**config.mk**
```make
export PLATFORM = sky130hd
export DESIGN_NAME = req_arbiter_8
export DESIGN_NICKNAME = d
export VERILOG_FILES = /design/src/rtl/req_arbiter_pkg.sv /design/src/rtl/req_sync_edge.sv /design/src/rtl/req_arbiter_8.sv
export SDC_FILE = /design/constraint.sdc
export NUM_CORES = 1
export LEC_CHECK = 0
export CAP_MARGIN = 20
export CORE_MARGIN = 2
export CORE_UTILIZATION = 54
export DETAILED_ROUTE_END_ITERATION = 10
export HOLD_SLACK_MARGIN = 0.08
export PLACE_DENSITY = 0.82
export SLEW_MARGIN = 0
export SYNTH_ARGS = -nofsm -noshare
export SYNTH_HDL_FRONTEND = slang
export SYNTH_HIERARCHICAL = 1
export SYNTH_SLANG_ARGS = --single-unit
```
**constraint.sdc**
```tcl
create_clock -name clk -period 2.7 [get_ports clk]
set_input_delay 0.675 -clock clk [delete_from_list [all_inputs] [get_ports clk]]
set_output_delay 0.675 -clock clk [all_outputs]
set_load 0.1 [all_outputs]
```
**src/rtl/req_arbiter_pkg.sv**
```systemverilog
// Shared constants and FSM state type for the request arbiter.
package req_arbiter_pkg;
  localparam int WIDTH_DEF       = 8;
  localparam int SYNC_STAGES_DEF = 2;

  typedef enum logic {IDLE, HOLD} state_t;
endpackage

```
**src/rtl/req_sync_edge.sv**
```systemverilog
// One request line: synchronizer chain, history flop, rising-edge detect.
module req_sync_edge #(
  parameter int SYNC_STAGES = 2
) (
  input  logic clk,
  input  logic rst_n,
  input  logic req,
  output logic rise
);
  logic [SYNC_STAGES-1:0] sync;
  logic                   hist;

  always_ff @(posedge clk or negedge rst_n) begin
    if (!rst_n) begin
      sync <= '0;
      hist <= 1'b0;
    end else begin
      sync <= {sync[SYNC_STAGES-2:0], req};
      hist <= sync[SYNC_STAGES-1];
    end
  end

  assign rise = sync[SYNC_STAGES-1] & ~hist;
endmodule

```
**src/rtl/req_arbiter_8.sv**
```systemverilog
// Captures request edges as pending events and grants one at a time, one-hot.
// RR_ARB_EN selects round-robin arbitration; otherwise lowest index wins.
module req_arbiter_8
  import req_arbiter_pkg::*;
#(
  parameter int WIDTH       = WIDTH_DEF,
  parameter int SYNC_STAGES = SYNC_STAGES_DEF
) (
  input  logic             clk,
  input  logic             rst_n,
  input  logic [WIDTH-1:0] req_in,
  output logic [WIDTH-1:0] onehot_out,
  output logic             out_valid,
  input  logic             out_ready,
  output logic [WIDTH-1:0] pending,
  output logic             overrun
);
  logic [WIDTH-1:0] rise;
  logic [WIDTH-1:0] win;
  logic [WIDTH-1:0] clr;
  logic             load;
  state_t           state;

  for (genvar i = 0; i < WIDTH; i++) begin : g_line
    req_sync_edge #(.SYNC_STAGES(SYNC_STAGES)) u_line (
      .clk  (clk),
      .rst_n(rst_n),
      .req  (req_in[i]),
      .rise (rise[i])
    );
  end

`ifdef RR_ARB_EN
  localparam int IW = $clog2(WIDTH);
  logic [IW-1:0] ptr;
  logic [IW-1:0] win_idx;
  logic          found;

  // Search starts just past the last grant and wraps around.
  always_comb begin
    int j;
    win     = '0;
    win_idx = ptr;
    found   = 1'b0;
    for (int k = 1; k <= WIDTH; k++) begin
      j = (int'(ptr) + k) % WIDTH;
      if (!found && pending[j]) begin
        found   = 1'b1;
        win[j]  = 1'b1;
        win_idx = IW'(j);
      end
    end
  end

  always_ff @(posedge clk or negedge rst_n) begin
    if (!rst_n)    ptr <= IW'(WIDTH - 1);
    else if (load) ptr <= win_idx;
  end
`else
  // Isolate the lowest set bit.
  assign win = pending & (~pending + WIDTH'(1));
`endif

  // The held grant is already out of pending, so the winner is never it.
  assign load = (|pending) && ((state == IDLE) || out_ready);
  assign clr  = load ? win : '0;

  always_ff @(posedge clk or negedge rst_n) begin
    if (!rst_n) begin
      pending <= '0;
      overrun <= 1'b0;
    end else begin
      pending <= (pending & ~clr) | rise;
      overrun <= |(rise & pending & ~clr);
    end
  end

  always_ff @(posedge clk or negedge rst_n) begin
    if (!rst_n) begin
      state      <= IDLE;
      onehot_out <= '0;
      out_valid  <= 1'b0;
    end else begin
      case (state)
        IDLE: if (load) begin
          onehot_out <= win;
          out_valid  <= 1'b1;
          state      <= HOLD;
        end
        HOLD: if (out_ready) begin
          if (load) begin
            onehot_out <= win;
          end else begin
            onehot_out <= '0;
            out_valid  <= 1'b0;
            state      <= IDLE;
          end
        end
        default: state <= IDLE;
      endcase
    end
  end
endmodule
```
=== Word level (Yosys, flattened, before mapping) ===
Cells that the tools add are included.

* Add/subtract/negate cells: 1
* Eq/ne operators: 3
* Multiplexer cells: 11
* Bitwise gates (word level): 24
* Reduce and logical (&&, ||, !) cells: 6

{| class="wikitable"
|+ Operator list
! cell !! count
|-
| $and 8x8->8 || 4
|-
| $mux 8 || 3
|-
| $not 8->8 || 2
|-
| $pmux 8 s2 || 1
|-
| $reduce_or 8->1 || 2
|-
| $not 1->1 || 9
|-
| $add 8x1->8 const B || 1
|-
| $and 1x1->1 || 8
|-
| $or 8x8->8 || 1
|-
| $ne 2x2->1 const B || 3
|-
| $mux 1 || 5
|-
| $pmux 1 s2 || 2
|-
| $reduce_and 3->1 || 1
|-
| $reduce_and 2->1 || 1
|-
| $logic_and 1x1->1 || 1
|-
| $logic_or 1x1->1 || 1
|}

* Register bits: 43
* Output and inout bits: 18
* Logic and storage cells: 66

=== Longest topological paths before layout ===
* Word-level depth: 7
* Mapped depth: 5
* Gate-level depth less buffers: 5

=== Modules after synthesis ===
Netlist, hierarchy kept.

{| class="wikitable"
|+ By module, submodules not included
! module !! times used !! cells each !! area each (µm²) !! sequential area each (µm²)
|-
| req_arbiter_8 || 1 || 78 || 883.3 || 475.5
|-
| req_sync_edge || 8 || 4 || 88.8 || 75.1
|}

=== Least setup slack after synthesis ===
OpenSTA, ideal clock, no wires.

* Kind: flip-flop to flip-flop
* From: reg pending[3]
* To: reg pending[7]
* Arrival: 1.752 ns
* Setup slack: 0.828 ns
* Cell stages (with the launch flop): 5
* Buffers on the path: 0
* Period minus slack after synthesis: 1.872 ns
* Path through: dfrtp_1 > nor3_1 > nand4b_1 > or2_1 > a21o_1

* Cells in the longest elaborated chain, start to end: 7
* Elaborated cells between the ends (all ways): 9
* Classes of those cells: add/sub (1); mux (1); bitwise (5); reduce/logical (2)

{| class="wikitable"
|+ RTL lines
! element !! line !! text
|-
| start, declared || req_arbiter_8.sv:15 || <nowiki>output logic [WIDTH-1:0] pending,</nowiki>
|-
| start signal, assigned || req_arbiter_8.sv:73 || <nowiki>pending <= (pending & ~clr) | rise;</nowiki>
|-
| $not 8->8 || req_arbiter_8.sv:61 || <nowiki>assign win = pending & (~pending + WIDTH'(1));</nowiki>
|-
| $add 8x1->8 || req_arbiter_8.sv:61 ||
|-
| $and 8x8->8 || req_arbiter_8.sv:61 ||
|-
| $mux 8 (*) || req_arbiter_8.sv:66 || <nowiki>assign clr = load ? win : '0;</nowiki>
|-
| $not 8->8 (*) || req_arbiter_8.sv:73 ||
|-
| $and 8x8->8 (*) || req_arbiter_8.sv:73 ||
|-
| $or 8x8->8 (*) || req_arbiter_8.sv:73 ||
|}

Mark *: on every way between the ends. The rest lies on a longest branch, timed or not.
A chain may end at the register's enable or synchronous reset.

=== Worst setup path in the final report ===
* From: in out_ready
* To: reg pending[7]

* Cells in the longest elaborated chain, start to end: 6

{| class="wikitable"
|+ RTL lines
! element !! line !! text
|-
| start, declared || req_arbiter_8.sv:14 || <nowiki>input logic out_ready,</nowiki>
|-
| $logic_or 1x1->1 || req_arbiter_8.sv:65 || <nowiki>assign load = (|pending) && ((state == IDLE) || out_ready);</nowiki>
|-
| $logic_and 1x1->1 || req_arbiter_8.sv:65 ||
|-
| $mux 8 || req_arbiter_8.sv:66 ||
|-
| $not 8->8 || req_arbiter_8.sv:73 ||
|-
| $and 8x8->8 || req_arbiter_8.sv:73 ||
|-
| $or 8x8->8 || req_arbiter_8.sv:73 ||
|}

Every way passes these cells.

==> results.ini <==
[outcome]
outcome=complete, no violations

[logic_synthesis]
synth_cell_type_count=33
yosys.area_share.simple_pct=16.8
synth_compound_gate_area_share_pct=13.3
async_flop_share_pct=100
synth_top_area_cell=dfrtp_1
yosys.area_share.adder_pct=0
syn_avg_cell_area_um2=14.5
synth.most_common_cell=dfrtp_1
syn_nets=121
synth_top_family_by_area=simple AND/OR/NAND/NOR gates
ys_seq_area_share_pct=67.5
synthCells=110
synth_common_cells=dfrtp_1 (43), nor2b_4 (8), inv_1 (7), a21o_1 (6), nor2_1 (5)
synthTopCellsByArea=dfrtp_1 (68%), nor2b_4 (6.9%), a21o_1 (2.8%)
ys.flop_type=dfrtp_1
synth_edf_count=0
muxShareOfSynthArea_pct=0
netlist_area_mm2=0.00159
ys_ff_latch=43
yosys_warnings=6
synth_xor_xnor_area_share_pct=0
yosysTopAreaCellShare_pct=67.5

[cts]
clock-sinks=43
postCtsHoldBufs=0
numCtsBuffers=5
cts_max_level=2
cts_setup_buffers=0
cts-resized-gates=0
cts.clk_slew.worst_paths_ns=0.13
cts_tree=done
clock_latency_ns=0.36
cts_root_buffer=clkbuf_4
clk_path_buf_depth=2

[sta]
rsz0062_at_grt=false
finalMaxSlewViolations=0
finalCriticalPeriod_ns=1.90
slew-limit-headroom_pct=40.7
finClkSkew_ns=0.0182
fin_tns_setup_ns=0
finalHoldViolCount=0
fmax_ghz=0.525
post-route-period-util_pct=70.5
max_slew.worst_pin.slew_ns=0.889
setup-violations-final=0
finalWorstSetupSlack_ns=0.796

[detailed_routing]
wirelength_mm=2.64
viasPerCell=5.69
post_drt_wl_per_cell_um=15.0
vias=1002
firstDrtPassIters=4
drc_errors=0
ant_nets=0
drt_iter0_markers=22

[power_and_ir_drop]
ir_drop_v=0.000721
p_per_area_mw_per_mm2=708
power_uw=1370
p_leak_uw=0.000889

[global_routing]
grt_pass1_wl_mm=4.53
busiest_layer=met2
track_usage_pct=18.6
grt_max_degree=44
grt_pass1_vias=967
use_met1_pct=24.1
met2_usage_pct=27.3
grt_remaining_overflow=0
antenna_found_initial=0
met3_usage_pct=8.79

[worst_setup_path]
critPathKind=primary input to flip-flop
crit_required_ns=2.97
setup.worst_path.start_class=primary input
cp_data_arrival_time_ns=2.17
crit_fanout=11
crit_path_end_kind=flip-flop

[placed_design]
place_ws_ns=0.433
finalWeightedCongestion=0.807
dpl.hpwl_mm=1.85
io_buffers=28

[floorplanning]
pin_count=29
die_area_mm2=0.00340
fp.dieW_um=58.3
start_util_pct=57.3
core_mm2=0.00278
rows=19
die_y_um=58.3

[layout]
final_util_pct=69.5
syn2layout_area_growth_pct=21.3
fin_nets=155
diodes=0
drive_gt1_share_pct=29.0

[min_path]
hold_class=flip-flop to flip-flop

[job]
cap_violations=0

-- report_power, final --
| part | internal, µW | leakage (µW) | switching [µW] |
|---|---|---|---|
| logic | 67.2 | 0.000349 | 188 |
| registers | 680 | 0.000495 | 32.6 |
| clock network | 195 | 0.0000452 | 207 |
| total | 942 | 0.000889 | 428 |
-- layout by cell type (no fill, tap or decap), drive strengths merged, types with 2 or more instances in the layout --
cell type      instances
nor2b                  9
buf                   19
o21ai                  4
a22o                   4
a21o                   6
clkinv                 2
clkbuf                 5
o2bb2ai                3
nand2b                 2
nor2                   6
a31oi                  3
dfrtp                 43
inv                    7
clkdlybuf4s50          9
nand4                  3
nand3                  4
nand2                  3
-- registers in the layout, summed over array words and instances (netlist names) --
name,flops
out_valid,1
g_line.u_line/sync,16
state,1
overrun,1
onehot_out,8
pending,8
g_line.u_line/hist,8
-- worst max-delay path: stages --
cell and delay (ns):
clkdlybuf4s50_1 0.50, nand2b_2 0.32, nand4b_1 0.21, or2_1 0.27, a21o_1 0.19
-- path summary, 6_finish.rpt --
path	from	endpoint	slack, ns	cells after the start
max in group asynchronous	rst_n	onehot_out[4]$_DFFE_PN0P_	1.71	1
setup reg to reg	pending[2]$_DFF_PN0_	onehot_out[2]$_DFFE_PN0P_	1.05	4
min in group asynchronous	rst_n	g_line[0].u_line/sync[1]$_DFF_PN0_	0.43	1
hold reg to reg	g_line[0].u_line/sync[0]$_DFF_PN0_	g_line[0].u_line/sync[1]$_DFF_PN0_	0.34	0
hold / removal	g_line[0].u_line/sync[0]$_DFF_PN0_	g_line[0].u_line/sync[1]$_DFF_PN0_	0.34	0
setup / recovery	out_ready	pending[7]$_DFF_PN0_	0.80	5
-- layer usage --
metal / vias up / routed length [µm]
li1: 457 / -
met1: 490 / 1120
met2: 49 / 1280
met3: 6 / 203
met4: 0 / 36
met5: - / 0
-- cell type report --
cell class                      count  area [µm²]
Tap cell                           31        38.8
Timing Repair Buffer               28         230
Fill cell                         202         848
Inverter                            7        26.3
Sequential cell                    43        1080
Clock buffer                        5        37.5
Clock inverter                      3        43.8
Multi-Input combinational cell     59         480
-- cells by family after synthesis --
logic type             after synthesis
AOI/OAI and AO/OA                   27
buffers and inverters                8
DFF                                 43
and+or+nand+nor                     32
-- per-stage QoR --
stage | hold slack (ns) | instance area [µm²] | instances
global placement | 0.331 | 1850 | 168
global route | 0.369 | 1930 | 176
floorplan | 0.331 | 1590 | 110
finish | 0.345 | 1930 | 176
CTS | 0.353 | 1930 | 176
detailed placement | 0.336 | 1850 | 168
Note: power is estimated with default switching activity, not from simulation.
==> RTL change 1 (same flow settings) <==
Take the reset off `pending` and load it in a clocked block of its own.
--- a/src/rtl/req_arbiter_8.sv
+++ b/src/rtl/req_arbiter_8.sv
@@ -69,8 +69,10 @@
     if (!rst_n) begin
-      pending <= '0;
       overrun <= 1'b0;
     end else begin
-      pending <= (pending & ~clr) | rise;
       overrun <= |(rise & pending & ~clr);
     end
+  end
+
+  always_ff @(posedge clk) begin
+    pending <= (pending & ~clr) | rise;
   end
Function: differs if rst_n is asserted again (counterexample within 4 cycles, from zero or initial values and one cycle with rst_n low); with rst_n held inactive, the same outputs for 10 cycles.
==> RTL change 1 against the original RTL <==
  * Worst setup slack got worse by 0.059 ns
  * Global-route usage fell by 0.65 points
  * Wire length is 5.8% lower
  * Clock power down 29%
  * Total power decreased by 8.4%
  * Synthesized cell count shrank 3.6%
  * Sequential cell count stayed put
  * Design area shrank 3.5%
  * First-iteration DRC count is 45% higher
  * Non-clock buffer count rose by 1
  * Area after synthesis shrank 3.1%
  * Critical path type unchanged
  * Largest power group unchanged
==> RTL change 1: results (changes against the original RTL) <==
status=finished, final reports clean; global-route wire length before repair=4.22 mm (-7.0%); vias in the first global route=860 (-11%); Max IR drop VDD=0.000650 V (-10%); Clk. pwr=0.287 mW (-29%); Crit-path slowest cell=clkdlybuf4s50_1; Largest register FFs=16 (unchanged); drt pass-1 iters=4 (unchanged); clk buf depth=2 (unchanged); Setup crit start=out_ready; Hold Path Sink=g_line[3].u_line/sync[1]$_DFF_PN0_; 1st-iter DRT viols=32 (+45%); CP startpoint kind=primary input; hpwl dp=1.75 mm (-5.2%); Sw Share=32.1% (+0.90 points); Final nets=152 (-1.9%); ys async rst share=81.4% (-19 points); worst hold start=g_line[3].u_line/sync[0]$_DFF_PN0_; via count=942 (-6.0%); top post-synthesis cells by area=dfrtp_1 (57%), dfxtp_1 (10%), nor2b_4 (8.0%); Total GRT Usage=17.9% (-0.65 points); CTS clk-pin slew, worst paths=0.11 ns (-0.02 ns); largest net degree at the start of global routing=36 (-18%); worst-margin pin slew=0.514 ns (-0.375 ns); origin of the critical flop-to-flop path=pending[0]$_DFF_P_; Max Fanout on Critical Path=6 (-5); fill count=185 (-8.4%); top post-synthesis cells by count=dfrtp_1 (35), nor2b_4 (9), dfxtp_1 (8); cts bufs inserted=5 (unchanged); Top Family by Delay on Critical Path=buffers and inverters; sequential cell area fraction in the yosys report=67.0% (-0.46 points); adder-cell share of the synthesized area=0% (unchanged); drc violations=0 (unchanged); Worst Skew=0.00508 ns (-0.0131 ns); RR Endpoint=onehot_out[0]$_DFFE_PN0P_; combinational power share=20.1% (+1.4 points); post-synthesis compound-gate area fraction=14.3% (+0.91 points); P_leak=0.861 nW (-3.2%); R2R setup slack=0.98 ns (-0.07 ns); R2R depth=4 (unchanged); drt wl/cell=14.4 um (-4.1%); Clk pwr share=22.9% (-6.4 points); crit-path max cell delay=0.53 ns (+0.03 ns); layout cell share with drive strength beyond 1=28.9% (-0.092 points); count of different cell masters after synthesis=27 (-18%); CP endpoint=overrun$_DFF_PN0_; Setup Fix Bufs, Post-CTS=0 (unchanged); routability cong.=0.765 (-5.2%); Net Count, Synth=117 (-3.3%)
==> RTL change 1: cell types whose count changed after synthesis, sizes merged, moves of 2 or more <==
| cell | unedited run | this run |
|---|---|---|
| a31oi | 3 | 0 |
| inv | 7 | 4 |
| dfxtp | 0 | 8 |
| nand4 | 3 | 0 |
| dfrtp | 43 | 35 |
| o2bb2ai | 3 | 1 |
| a22o | 4 | 6 |
| nand2 | 3 | 6 |
==> RTL change 1: cells by family after synthesis <==
logic type             Yosys count
AOI/OAI and AO/OA               25
buffers and inverters            5
and+or+nand+nor                 33
DFF                             43
==> RTL change 1: area by class of cell <==
class | instances | share of cell area [%]
tap | 31 | 2.08
timing repair buffer | 29 | 13.0
clock inverter | 1 | 0.268
clock buffer | 7 | 2.41
multi-input combinational | 58 | 25.9
inverter | 4 | 0.805
sequential | 43 | 55.5
==> RTL change 1: worst reg2reg max path, stage by stage, from the launching register on <==
cell and delay (ns):
dfxtp_1 0.43, nor4_1 0.53, nand2_1 0.20, o21ai_4 0.31, a22o_1 0.19
==> RTL change 1: routing by layer <==
metal / wire, um / global-route usage, % / up-vias
met2: 1170 / 25.6 / 29
met1: 1090 / 24.2 / 461
met4: 47 / 8.97 / 0
met5: 0 / 0 / -
li1: - / - / 446
met3: 177 / 6.35 / 6
==> RTL change 1: metrics by stage <==
stage | worst slack, ns | cell area (sq um) | instances | hold slack, ns
final | 0.738 | 1870 | 173 | 0.358
after global routing | 0.664 | 1870 | 173 | 0.367
after CTS | 0.743 | 1870 | 173 | 0.363
after detailed placement | 0.365 | 1820 | 165 | 0.336
after global placement | 0.385 | 1820 | 165 | 0.331
after floorplan | 0.741 | 1550 | 106 | 0.331
==> RTL change 2 (same settings) <==
Without the edit above. Set the package constant `WIDTH_DEF` to 9 (it was 8).
--- a/src/rtl/req_arbiter_pkg.sv
+++ b/src/rtl/req_arbiter_pkg.sv
@@ -2,3 +2,3 @@
 package req_arbiter_pkg;
-  localparam int WIDTH_DEF       = 8;
+  localparam int WIDTH_DEF       = 9;
   localparam int SYNC_STAGES_DEF = 2;
Interface: changed (resized onehot_out, pending and req_in); port bits go from 29 to 32. The function was not compared with the original's and may differ.
==> RTL change 2 against the original RTL <==
  * Sequential cell count grew 5
  * First-iteration DRC count grew 86%
  * Design area grew 11%
  * Wire length grew 7.7%
  * Utilization is essentially flat
  * Area after synthesis grew 10%
  * Via count grew 9.9%
  * Critical endpoint is now pending[0]
  * Worst setup slack lost 0.020 ns
  * Total power grew 4.1%
==> RTL change 2: results (changes against the original RTL) <==
Worst Setup End Kind=primary output; critical path arrival=1.25 ns (-0.92 ns); clock latency at the later pin of the worst-skew pair=0.34 ns (-0.02 ns); layout cell share with drive strength beyond 1=26.8% (-2.1 points); Max Used Layer=met3; Power Dens Cells=666 nW/um^2 (-6.0%); DRT met1 WL=1.24 mm (+10%); metal3 WL=125 um (-38%); routability cong.=0.855 (+6.0%); PortBufs=31 (+11%); CP endpoint=pending[0]; origin of the critical flop-to-flop path=pending[7]$_DFF_PN0_; count of different cell masters after synthesis=36 (+9.1%); Max IR drop VDD=0.000428 V (-41%); Synth top area share=68.3% (+0.82 points); R2R depth=3 (-1); worst min-delay path class=in2async; Top Family by Delay on Critical Path=flip-flops; status=finished, final reports clean; fill count=231 (+14%); Area after DPL=2060 sq um (+11%); post-synthesis compound-gate area fraction=13.4% (+0.037 points); Final nets=175 (+13%); P_leak=0.979 nW (+10%); top post-synthesis cells by count=dfrtp_1 (48), nor2b_4 (9), nand2_1 (7); sequential cell area fraction in the yosys report=68.3% (+0.82 points); hpwl dp=2.09 mm (+13%); Clk pwr share=27.8% (-1.5 points); top post-synthesis cells by area=dfrtp_1 (68%), nor2b_4 (7.0%), a21o_1 (2.6%); global-route wire length before repair=4.69 mm (+3.5%); Total GRT Usage=17.6% (-0.99 points); met2 wire len=1.48 mm (+16%)
RTL change 2: cell types whose count changed after synthesis, moves of 2 or more:
cell,delta
dfrtp_1,+5
nand2_1,+5
o21ai_0,+5
o2bb2ai_1,-3
a31oi_1,-2
inv_1,-2
nand3_2,-2
RTL change 2: layout make-up:
class | count | area share, %
Inverter | 5 | 0.877
Timing Repair Buffer | 32 | 12.3
Clock inverter | 2 | 1.64
Clock buffer | 6 | 1.93
Tap cell | 44 | 2.57
Multi-Input combinational cell | 71 | 24.6
Sequential cell | 48 | 56.1
RTL change 2: kinds of logic after synthesis:
family,count (synthesis)
DFF,48
and+or+nand+nor,39
AOI/OAI and AO/OA,32
buffers and inverters,7
RTL change 2: metrics by stage:
stage,power [mW],std cells,setup slack [ns]
2_1_floorplan,0.972,126,0.803
3_3_place_gp,1.04,200,0.580
3_5_place_dp,1.04,200,0.534
4_1_cts,1.44,208,0.755
5_1_grt,1.49,208,0.704
6_report,1.43,208,0.777
